$ cat config.mk
export PLATFORM = sky130hd
export DESIGN_NAME = alu_mc
export DESIGN_NICKNAME = d
export VERILOG_FILES = /design/src/rtl/alu_mc_pkg.sv /design/src/rtl/alu_mc_mul_iter.sv /design/src/rtl/alu_mc.sv
export SDC_FILE = /design/constraint.sdc
export NUM_CORES = 1
export LEC_CHECK = 0
export CAP_MARGIN = 20
export CORE_ASPECT_RATIO = 1.75
export CORE_UTILIZATION = 45
export CTS_CLUSTER_DIAMETER = 40
export DETAILED_ROUTE_END_ITERATION = 12
export GPL_ROUTABILITY_DRIVEN = 1
export PLACE_DENSITY = 0.65
export SLEW_MARGIN = 30
export SYNTH_ARGS = -nofsm -noshare
export SYNTH_HDL_FRONTEND = slang
export SYNTH_SLANG_ARGS = --single-unit
$ cat constraint.sdc
create_clock -name CLK -period 6.64 [get_ports CLK]
set_clock_uncertainty 0.2 [all_clocks]
set_input_delay 0.996 -clock CLK [delete_from_list [all_inputs] [get_ports CLK]]
set_output_delay 0.996 -clock CLK [all_outputs]
set_load 0.01 [all_outputs]
$ cat src/rtl/alu_mc_pkg.sv
// Shared types for the multi-cycle ALU: opcode encoding and the controller state.
package alu_mc_pkg;

    typedef enum logic [3:0] {
        ALU_SLL   = 4'b0000,
        ALU_SRL   = 4'b0001,
        ALU_ADD   = 4'b0010,
        ALU_SUB   = 4'b0011,
        ALU_AND   = 4'b0100,
        ALU_OR    = 4'b0101,
        ALU_XOR   = 4'b0110,
        ALU_NOR   = 4'b0111,
        ALU_SLT   = 4'b1010,
        ALU_SLTU  = 4'b1011,
        ALU_MULLO = 4'b1100,
        ALU_MULHI = 4'b1101
    } aluop_t;

    typedef enum logic {
        IDLE = 1'b0,
        MUL  = 1'b1
    } alu_state_t;

endpackage

$ cat src/rtl/alu_mc_mul_iter.sv
// Radix-2 shift-add unsigned multiplier; one partial-product step per cycle, WIDTH steps.
module alu_mc_mul_iter #(
    parameter int WIDTH = 32
) (
    input  logic                 clk,
    input  logic                 rst,
    input  logic                 start,
    input  logic [WIDTH-1:0]     a,
    input  logic [WIDTH-1:0]     b,
    output logic                 done,
    output logic [2*WIDTH-1:0]   prod
);
    localparam int CW = $clog2(WIDTH);

    logic [WIDTH-1:0]   mcand;
    logic [2*WIDTH-1:0] p;
    logic [CW-1:0]      count;
    logic               busy;
    logic [WIDTH:0]     upper;

    // prod is the value after the current step, so the last step can be captured directly.
    assign upper = {1'b0, p[2*WIDTH-1:WIDTH]} + (p[0] ? {1'b0, mcand} : '0);
    assign prod  = {upper, p[WIDTH-1:1]};
    assign done  = busy && (count == CW'(WIDTH - 1));

    always_ff @(posedge clk or posedge rst) begin
        if (rst) begin
            mcand <= '0;
            p     <= '0;
            count <= '0;
            busy  <= 1'b0;
        end else if (start) begin
            mcand <= a;
            p     <= {{WIDTH{1'b0}}, b};
            count <= '0;
            busy  <= 1'b1;
        end else if (busy) begin
            p     <= prod;
            count <= count + CW'(1);
            if (done) busy <= 1'b0;
        end
    end

endmodule

$ cat src/rtl/alu_mc.sv
// Multi-cycle ALU with valid/ready request and result ports.
// Define ALU_MUL_EN to build the iterative MULLO/MULHI ops.
module alu_mc
    import alu_mc_pkg::*;
#(
    parameter int WIDTH   = 32,
    parameter int SHAMT_W = 5
) (
    input  logic             CLK,
    input  logic             RST,
    input  logic             in_valid,
    output logic             in_ready,
    input  logic [WIDTH-1:0] portA,
    input  logic [WIDTH-1:0] portB,
    input  logic [3:0]       aluop,
    output logic             out_valid,
    input  logic             out_ready,
    output logic [WIDTH-1:0] result,
    output logic             neg,
    output logic             zero,
    output logic             ovf,
    output logic             illegal,
    output alu_state_t       dbg_state
);
    // Handshake: a transfer happens on a rising edge where valid && ready; the
    // requester holds its request while ready is low, and result/flags stay stable
    // while out_valid && !out_ready.
    logic             accept;
    logic [WIDTH-1:0] sum, diff, d_result;
    logic             d_ovf, d_illegal;

    assign sum    = portA + portB;
    assign diff   = portA - portB;
    assign accept = in_valid && in_ready;

`ifdef ALU_MUL_EN
    alu_state_t         state;
    logic               is_mul, mul_hi, mul_done;
    logic [2*WIDTH-1:0] mul_prod;
    logic [WIDTH-1:0]   mul_half;

    alu_mc_mul_iter #(.WIDTH(WIDTH)) u_mul (
        .clk   (CLK),
        .rst   (RST),
        .start (accept && is_mul),
        .a     (portA),
        .b     (portB),
        .done  (mul_done),
        .prod  (mul_prod)
    );

    assign mul_half  = mul_hi ? mul_prod[2*WIDTH-1:WIDTH] : mul_prod[WIDTH-1:0];
    assign in_ready  = (state == IDLE) && (!out_valid || out_ready);
    assign dbg_state = state;
`else
    assign in_ready  = !out_valid || out_ready;
    assign dbg_state = IDLE;
`endif

    always_comb begin
        d_result  = '0;
        d_ovf     = 1'b0;
        d_illegal = 1'b0;
`ifdef ALU_MUL_EN
        is_mul    = 1'b0;
`endif
        case (aluop)
            ALU_SLL:  d_result = portA << portB[SHAMT_W-1:0];
            ALU_SRL:  d_result = portA >> portB[SHAMT_W-1:0];
            ALU_ADD: begin
                d_result = sum;
                d_ovf    = (portA[WIDTH-1] == portB[WIDTH-1]) && (sum[WIDTH-1] != portA[WIDTH-1]);
            end
            ALU_SUB: begin
                d_result = diff;
                d_ovf    = (portA[WIDTH-1] != portB[WIDTH-1]) && (diff[WIDTH-1] != portA[WIDTH-1]);
            end
            ALU_AND:  d_result = portA & portB;
            ALU_OR:   d_result = portA | portB;
            ALU_XOR:  d_result = portA ^ portB;
            ALU_NOR:  d_result = ~(portA | portB);
            ALU_SLT:  d_result = WIDTH'($signed(portA) < $signed(portB));
            ALU_SLTU: d_result = WIDTH'(portA < portB);
`ifdef ALU_MUL_EN
            ALU_MULLO, ALU_MULHI: is_mul = 1'b1;
`endif
            default:  d_illegal = 1'b1;
        endcase
    end

    always_ff @(posedge CLK or posedge RST) begin
        if (RST) begin
            out_valid <= 1'b0;
            result    <= '0;
            neg       <= 1'b0;
            zero      <= 1'b0;
            ovf       <= 1'b0;
            illegal   <= 1'b0;
`ifdef ALU_MUL_EN
            state     <= IDLE;
            mul_hi    <= 1'b0;
`endif
        end else begin
            if (out_valid && out_ready) out_valid <= 1'b0;
            if (accept) begin
`ifdef ALU_MUL_EN
                if (is_mul) begin
                    state  <= MUL;
                    mul_hi <= aluop[0];
                end else
`endif
                begin
                    out_valid <= 1'b1;
                    result    <= d_result;
                    neg       <= d_result[WIDTH-1];
                    zero      <= (d_result == '0);
                    ovf       <= d_ovf;
                    illegal   <= d_illegal;
                end
            end
`ifdef ALU_MUL_EN
            // The multiplier's final step lands in the output register on the same edge.
            if ((state == MUL) && mul_done) begin
                state     <= IDLE;
                out_valid <= 1'b1;
                result    <= mul_half;
                neg       <= mul_half[WIDTH-1];
                zero      <= (mul_half == '0);
                ovf       <= 1'b0;
                illegal   <= 1'b0;
            end
`endif
        end
    end

endmodule

==> impl_metrics.sql, run 1 <==
INSERT INTO impl_metrics (metric_group, metric, value, unit) VALUES
('synth', 'synthFlopType', 'sky130_fd_sc_hd__dfrtp_1', ''),
('place', 'placement.io_buffers', '109', ''),
('power_and_ir_drop', 'power.share.switching', '49.16', '%'),
('synth', 'async_reset_ff_share', '100.0', '%'),
('timing', 'tightestPinTransition', '1.151', 'ns'),
('power_and_ir_drop', 'p_switching', '0.8011', 'mW'),
('synth', 'postSynthRegisterBits', '36', ''),
('timing', 'grt_setup_unrepaired', 'no', ''),
('floorplanning', 'initial_core_util', '46.06', '%'),
('synth', 'synth.yosys.seq_area_share', '8.141', '%'),
('global_routing', 'global_route.overflow_total', '0', ''),
('timing', 'peak_freq', '171.5', 'MHz'),
('synth', 'synth_top_area_cell', 'sky130_fd_sc_hd__ha_1', ''),
('clocking', 'cts-root-to-sink-buffers', '2', ''),
('synth', 'commonest_cells_in_the_synthesized_netlist', 'sky130_fd_sc_hd__nand2_1, sky130_fd_sc_hd__nor2_1, sky130_fd_sc_hd__a21oi_1', ''),
('power_and_ir_drop', 'power_frac_comb', '69.3', '%'),
('worst_setup_path', 'crit_fanout', '12', ''),
('floorplanning', 'rows', '75', ''),
('clocking', 'cts_buffers', '5', ''),
('hold_path', 'holdCritPathClass', 'flop to flop', ''),
('power_and_ir_drop', 'pwr-share-clk', '14.7', '%'),
('route', 'wire_per_inst', '30.25', 'µm'),
('synth', 'netlist.area_leader.share', '11.99', '%'),
('power_and_ir_drop', 'p_seq_share', '16.1', '%'),
('worst_setup_path', 'timing.critical_path.arrival', '5.85', 'ns'),
('clocking', 'tritoncts_num_sinks', '36', ''),
('synth', 'number_of_distinct_standard_cells_referenced_by_the_synthesized_netlist', '96', ''),
('timing', 'slew-limit-headroom', '22.57', '%'),
('route', 'detail_route.vias_per_cell', '7.085', ''),
('worst_setup_path', 'type_of_the_worst_setup_path', 'input port to flop', ''),
('clocking', 'ctsRootBufferMaster', 'sky130_fd_sc_hd__clkbuf_16', ''),
('worst_setup_path', 'required', '6.66', 'ns'),
('final_layout', 'drive_gt1_share', '11.44', '%'),
('synth', 'synth-edff-count', '0', ''),
('clocking', 'cts_resized', '0', ''),
('final_layout', 'area_overhead_of_the_layout_relative_to_synthesis', '14.39', '%'),
('synth', 'postSynthNetCount', '1695', ''),
('job', 'drv.max_cap_violation_count', '0', ''),
('clocking', 'post_cts_setup_buffer_count', '0', ''),
('timing', 'report.final.hold_viol_count', '0', ''),
('place', 'routabilityCongestion', '1.099', ''),
('synth', 'synth.avg_cell_area', '7.304', 'µm²'),
('timing', 'final-setup-viol-count', '0', ''),
('synth', 'synth.most_common_cell', 'sky130_fd_sc_hd__nand2_1', ''),
('clocking', 'ctsHoldBuffers', '0', ''),
('route', 'number_of_nets_with_antenna_violations_after_detailed_routing', '0', ''),
('synth', 'postSynthCellCount', '1515', ''),
('clocking', 'clock_insertion_delay_worst_skew', '0.28', 'ns'),
('final_layout', 'fin_nets', '1762', ''),
('timing', 'final.period_utilization', '87.81', '%'),
('route', 'firstDrtPassIters', '6', ''),
('power_and_ir_drop', 'power.static_leakage', '5.250', 'nW'),
('run_status', 'status', 'complete, no violations', ''),
('worst_setup_path', 'endpoint_kind', 'flop', ''),
('clocking', 'cts_tree', 'built', ''),
('timing', 'setup_tns', '0', 'ns'),
('floorplanning', 'die_y', '209.4', 'µm'),
('power_and_ir_drop', 'power_density', '128.7', 'nW/µm²'),
('floorplanning', 'pin_count', '111', ''),
('floorplanning', 'fp.dieArea', '25250', 'µm²'),
('timing', 'timing.final.crit_period', '5.831', 'ns'),
('global_routing', 'grt_antenna_before_repair', '1', ''),
('global_routing', 'groute.usage.overall', '45.27', '%'),
('route', 'routed_wl', '57.20', 'mm'),
('route', 'drt_drc_violations_left', '0', ''),
('power_and_ir_drop', 'vdd.ir_drop.worst', '88.39', 'µV'),
('timing', 'timing.final.max_slew_violations', '0', ''),
('route', 'drt_iter0_drc', '1654', ''),
('place', 'place.detailed.hpwl', '45.14', 'mm'),
('clocking', 'htreeDepth', '2', ''),
('power_and_ir_drop', 'power.total', '1.630', 'mW');
[metal layers]
metal	vias up	part of all wire [%]	routed length, µm	track usage [%]
met1	6248	33	18610	47.58
li1	5849	-	-	-
met2	963	47	26710	75.54
met3	338	8.6	4935	7.283
met4	0	12	6948	43.47
met5	-	0	0	0
[power groups by stage]
stage	combinational, mW	sequential [mW]	clock (mW)
2_1_floorplan	0.637	0.278	0
5_1_grt	1.19	0.266	0.253
6_report	1.13	0.262	0.239
3_3_place_gp	1.08	0.265	0
3_5_place_dp	1.08	0.267	0
4_1_cts	1.09	0.263	0.243
[final cells by class]
class	count	area [µm²]
fill	2431	11360
multi-input combinational	1272	9300
timing repair buffer	171	1556
sequential	36	900.9
tap	308	385.4
inverter	96	360.3
clock buffer	7	152.6
antenna	1	2.502
[cells in the final DEF, fill, tap and decap left out, drive strengths merged, types with 42 or more instances in the layout]
cell / instances
buf: 68
a21oi: 107
inv: 92
nand3: 45
ha: 106
a211oi: 42
o21ai: 108
mux2i: 47
nor2: 143
nand2: 153
clkdlybuf4s50: 103
[worst max-delay path: stages]
cell and delay [ns]:
sky130_fd_sc_hd__clkdlybuf4s50_1 0.77, sky130_fd_sc_hd__inv_1 0.09, sky130_fd_sc_hd__ha_1 0.47, sky130_fd_sc_hd__and3_1 0.29, sky130_fd_sc_hd__a41oi_1 0.33, sky130_fd_sc_hd__o211ai_1 0.33, sky130_fd_sc_hd__a2111oi_4 0.67, sky130_fd_sc_hd__a21boi_0 0.48
sky130_fd_sc_hd__a21bo_2 0.34, sky130_fd_sc_hd__o211ai_1 0.09, sky130_fd_sc_hd__o221ai_1 0.16, sky130_fd_sc_hd__or2_1 0.25, sky130_fd_sc_hd__nor4_1 0.38, sky130_fd_sc_hd__a22o_1 0.19
[cells by family after synthesis]
group,count (synthesis),synth area share [%]
AO/OA/AOI/OAI,529,33.14
XOR/XNOR,17,1.346
adder cells (fa/ha/maj),108,12.35
buffers and inverters,207,7.994
flip-flops,36,8.141
multiplexers,123,16.12
other,1,0.03389
AND/OR/NAND/NOR,494,20.87
[sequential cells by signal, indices dropped and copies added, names as in the netlist]
name and cells:
illegal 1, zero 1, out_valid 1, result 32
ovf 1
[per-stage QoR]
step | utilization (%) | area (µm²) | setup slack, ns | hold slack [ns] | instances
global placement | 52.03 | 12500 | 0.6997 | 0.2612 | 1883
detailed placement | 52.03 | 12500 | 0.7611 | 0.2670 | 1883
CTS | 52.66 | 12650 | 1.030 | 0.2784 | 1890
floorplan | - | 11070 | 1.622 | 0.3162 | 1515
global route | 52.68 | 12660 | 0.6080 | 0.2946 | 1890
finish | 52.69 | 12660 | 0.8095 | 0.2757 | 1891
[final timing paths]
path,start,endpoint,slack (ns),depth (start not counted)
hold reg to reg,result[24],result[24],0.28,2
hold / removal,result[24],result[24],0.28,2
setup / recovery,portA[8],zero,0.81,14
min in group asynchronous,RST,result[16],0.93,3
max in group asynchronous,RST,illegal,4.97,3
setup reg to reg,out_valid,zero,2.79,12
No activity file was read; power rests on OpenSTA's default activity.
==> run 2: changes to the inputs <==
--- a/config.mk
+++ b/config.mk
@@ -12,6 +12,7 @@
 export DETAILED_ROUTE_END_ITERATION = 12
 export GPL_ROUTABILITY_DRIVEN = 1
 export PLACE_DENSITY = 0.65
+export RECOVER_POWER = 25
 export SLEW_MARGIN = 30
 export SYNTH_ARGS = -nofsm -noshare
 export SYNTH_HDL_FRONTEND = slang
==> run 2 against run 1 <==
The flow now finishes with violations (capacitance limit, slew limit). Combinational power is essentially flat. Non-clock buffer count stayed put. Critical endpoint unchanged. Highest routed layer unchanged. Maximum frequency barely moved. Critical path depth unchanged. Total power is essentially flat. First-iteration DRC count did not move. Register-to-register slack is essentially flat. Via count about the same. Core utilization about the same. Clock power is essentially flat. Count of clock-buffer cells in the layout unchanged.
==> impl_metrics.sql, run 2 (same netlist as run 1, synthesis figures left out) <==
INSERT INTO impl_metrics (metric_group, metric, value, unit) VALUES
('run_status', 'status', 'finished, violations left', ''),
('run_status', 'violations', 'capacitance limit, slew limit', ''),
('timing', 'timing.final.max_slew_violations', '37', ''),
('route', 'vias_after_detailed_routing', '13390', ''),
('worst_setup_path', 'endpoint_kind', 'flop', ''),
('route', 'firstDrtPassIters', '6', ''),
('place', 'placement.io_buffers', '109', ''),
('final_layout', 'fin_nets', '1762', ''),
('final_layout', 'layout.filler_cells', '2431', ''),
('timing', 'peak_freq', '171.5', 'MHz'),
('place', 'routabilityCongestion', '1.099', ''),
('floorplanning', 'pin_count', '111', ''),
('route', 'wire_per_inst', '30.25', 'µm'),
('final_layout', 'most_common_cell_after_layout_fill_and_taps_aside', 'sky130_fd_sc_hd__nand2_1', ''),
('timing', 'hold-worst-slack', '0.2757', 'ns'),
('power_and_ir_drop', 'vdd.ir_drop.worst', '88.39', 'µV'),
('global_routing', 'global_route.overflow_total', '0', ''),
('floorplanning', 'die_w', '120.5', 'µm'),
('timing', 'tightestPinTransition', '1.920', 'ns'),
('global_routing', 'grt_pass1_vias', '12963', ''),
('timing', 'fin_ws', '0.8094', 'ns'),
('clocking', 'post_cts_setup_buffer_count', '0', ''),
('global_routing', 'groute.usage.overall', '45.27', '%'),
('global_routing', 'grt_max_degree', '62', ''),
('final_layout', 'layout_common_cells', 'sky130_fd_sc_hd__nand2_1, sky130_fd_sc_hd__nor2_1, sky130_fd_sc_hd__a21oi_1', ''),
('power_and_ir_drop', 'power_density', '128.7', 'nW/µm²'),
('route', 'drt_drc_violations_left', '0', ''),
('final_layout', 'finish.utilization', '52.68', '%'),
('worst_setup_path', 'timing.critical_path.arrival', '5.85', 'ns'),
('final_layout', 'largest-register', 'result', ''),
('clocking', 'worst_setup_hold_path_clk_slew', '0.05', 'ns'),
('clocking', 'cts_tree', 'built', ''),
('clocking', 'clock_insertion_delay_worst_skew', '0.28', 'ns'),
('route', 'drt_iter0_drc', '1654', ''),
('worst_setup_path', 'cp-start-kind', 'input port', ''),
('place', 'place.detailed.hpwl', '45.14', 'mm'),
('timing', 'report.final.hold_viol_count', '0', ''),
('final_layout', 'drive_gt1_share', '11.38', '%'),
('power_and_ir_drop', 'power.static_leakage', '5.246', 'nW'),
('worst_setup_path', 'type_of_the_worst_setup_path', 'input port to flop', ''),
('hold_path', 'holdCritPathClass', 'flop to flop', ''),
('final_layout', 'area_overhead_of_the_layout_relative_to_synthesis', '14.36', '%'),
('clocking', 'htreeDepth', '2', ''),
('route', 'detail_route.vias_per_cell', '7.081', ''),
('worst_setup_path', 'required', '6.66', 'ns'),
('floorplanning', 'fp.dieArea', '25250', 'µm²'),
('job', 'drv.max_cap_violation_count', '1', ''),
('worst_setup_path', 'critPathMaxStageDelay', '0.77', 'ns'),
('timing', 'final-setup-viol-count', '0', ''),
('timing', 'slew-limit-headroom', '-27.97', '%'),
('timing', 'timing.final.crit_period', '5.831', 'ns'),
('worst_setup_path', 'path_common_cell', 'sky130_fd_sc_hd__o211ai_1', ''),
('timing', 'setup_tns', '0', 'ns'),
('floorplanning', 'core_area', '24020', 'µm²'),
('clocking', 'ctsHoldBuffers', '0', ''),
('timing', 'grt_setup_unrepaired', 'no', ''),
('floorplanning', 'rows', '75', ''),
('route', 'routed_wl', '57.20', 'mm'),
('global_routing', 'grt_antenna_before_repair', '1', ''),
('clocking', 'cts-root-to-sink-buffers', '2', ''),
('floorplanning', 'initial_core_util', '46.06', '%'),
('global_routing', 'grt_first_pass_wirelength', '83.82', 'mm'),
('clocking', 'tritoncts_num_sinks', '36', ''),
('power_and_ir_drop', 'power.total', '1.629', 'mW'),
('place', 'place_worst_setup_slack', '0.7611', 'ns'),
('final_layout', 'max_ffs_per_register', '32', ''),
('floorplanning', 'die_y', '209.4', 'µm'),
('route', 'number_of_nets_with_antenna_violations_after_detailed_routing', '0', ''),
('timing', 'final.period_utilization', '87.81', '%'),
('worst_setup_path', 'crit_fanout', '12', ''),
('clocking', 'cts_buffers', '5', ''),
('worst_setup_path', 'critPathSlowestCell', 'sky130_fd_sc_hd__clkdlybuf4s50_1', ''),
('clocking', 'ctsRootBufferMaster', 'sky130_fd_sc_hd__clkbuf_16', ''),
('worst_setup_path', 'crit_path_cell_trace', 'clkdlybuf4s50_1 > inv_1 > ha_1 > and3_1 > a41oi_1 > o211ai_1 > a2111oi_4 > a21boi_0 > a21bo_2 > o211ai_1 > o221ai_1 > or2_1 > nor4_1 > a22o_1', ''),
('clocking', 'cts_resized', '0', '');
-- run 2: per-layer routing --
metal  vias up  track usage, %  routed length (µm)
met5         -               0                   0
li1       5848               -                   -
met1      6246           47.58               18600
met2       958           75.54               26710
met3       338           7.283                4933
met4         0           43.47                6959
-- run 2: path summary, 6_finish.rpt --
kind / slack, ns / start / to / depth (start not counted)
worst max-delay path: 0.81 / portA[8] / zero / 14
worst min-delay path: 0.28 / result[24] / result[24] / 2
worst max register to register: 2.79 / out_valid / zero / 12
worst min register to register: 0.28 / result[24] / result[24] / 2
max in group asynchronous: 3.47 / RST / illegal / 3
min in group asynchronous: 1.65 / RST / result[16] / 3
-- run 2: report_power, final --
group          switching, mW  internal, mW  total (mW)
logic                  0.704         0.424        1.13
registers             0.0150         0.247       0.262
clock network         0.0817         0.157       0.239
-- run 2: metrics by stage --
step                      instances  cell area, µm²
after floorplan                1515           11070
after global placement         1883           12500
after detailed placement       1883           12500
after CTS                      1890           12650
after global routing           1890           12650
final                          1891           12650
-- run 2: cell type report --
cell class | count | area [µm²] | share of cell area [%]
multi-input combinational | 1272 | 9300 | 73.49
inverter | 96 | 360.3 | 2.848
antenna | 1 | 2.502 | 0.01977
timing repair buffer | 171 | 1553 | 12.27
tap | 308 | 385.4 | 3.045
clock buffer | 7 | 152.6 | 1.206
sequential | 36 | 900.9 | 7.119
-- run 2: worst max-delay path, delay by kind of cell --
kind	cells	cell delay, ns
AOI/OAI and AO/OA	8	2.59
adders and majority gates	1	0.47
and+or+nand+nor	3	0.92
buffers and inverters	2	0.86
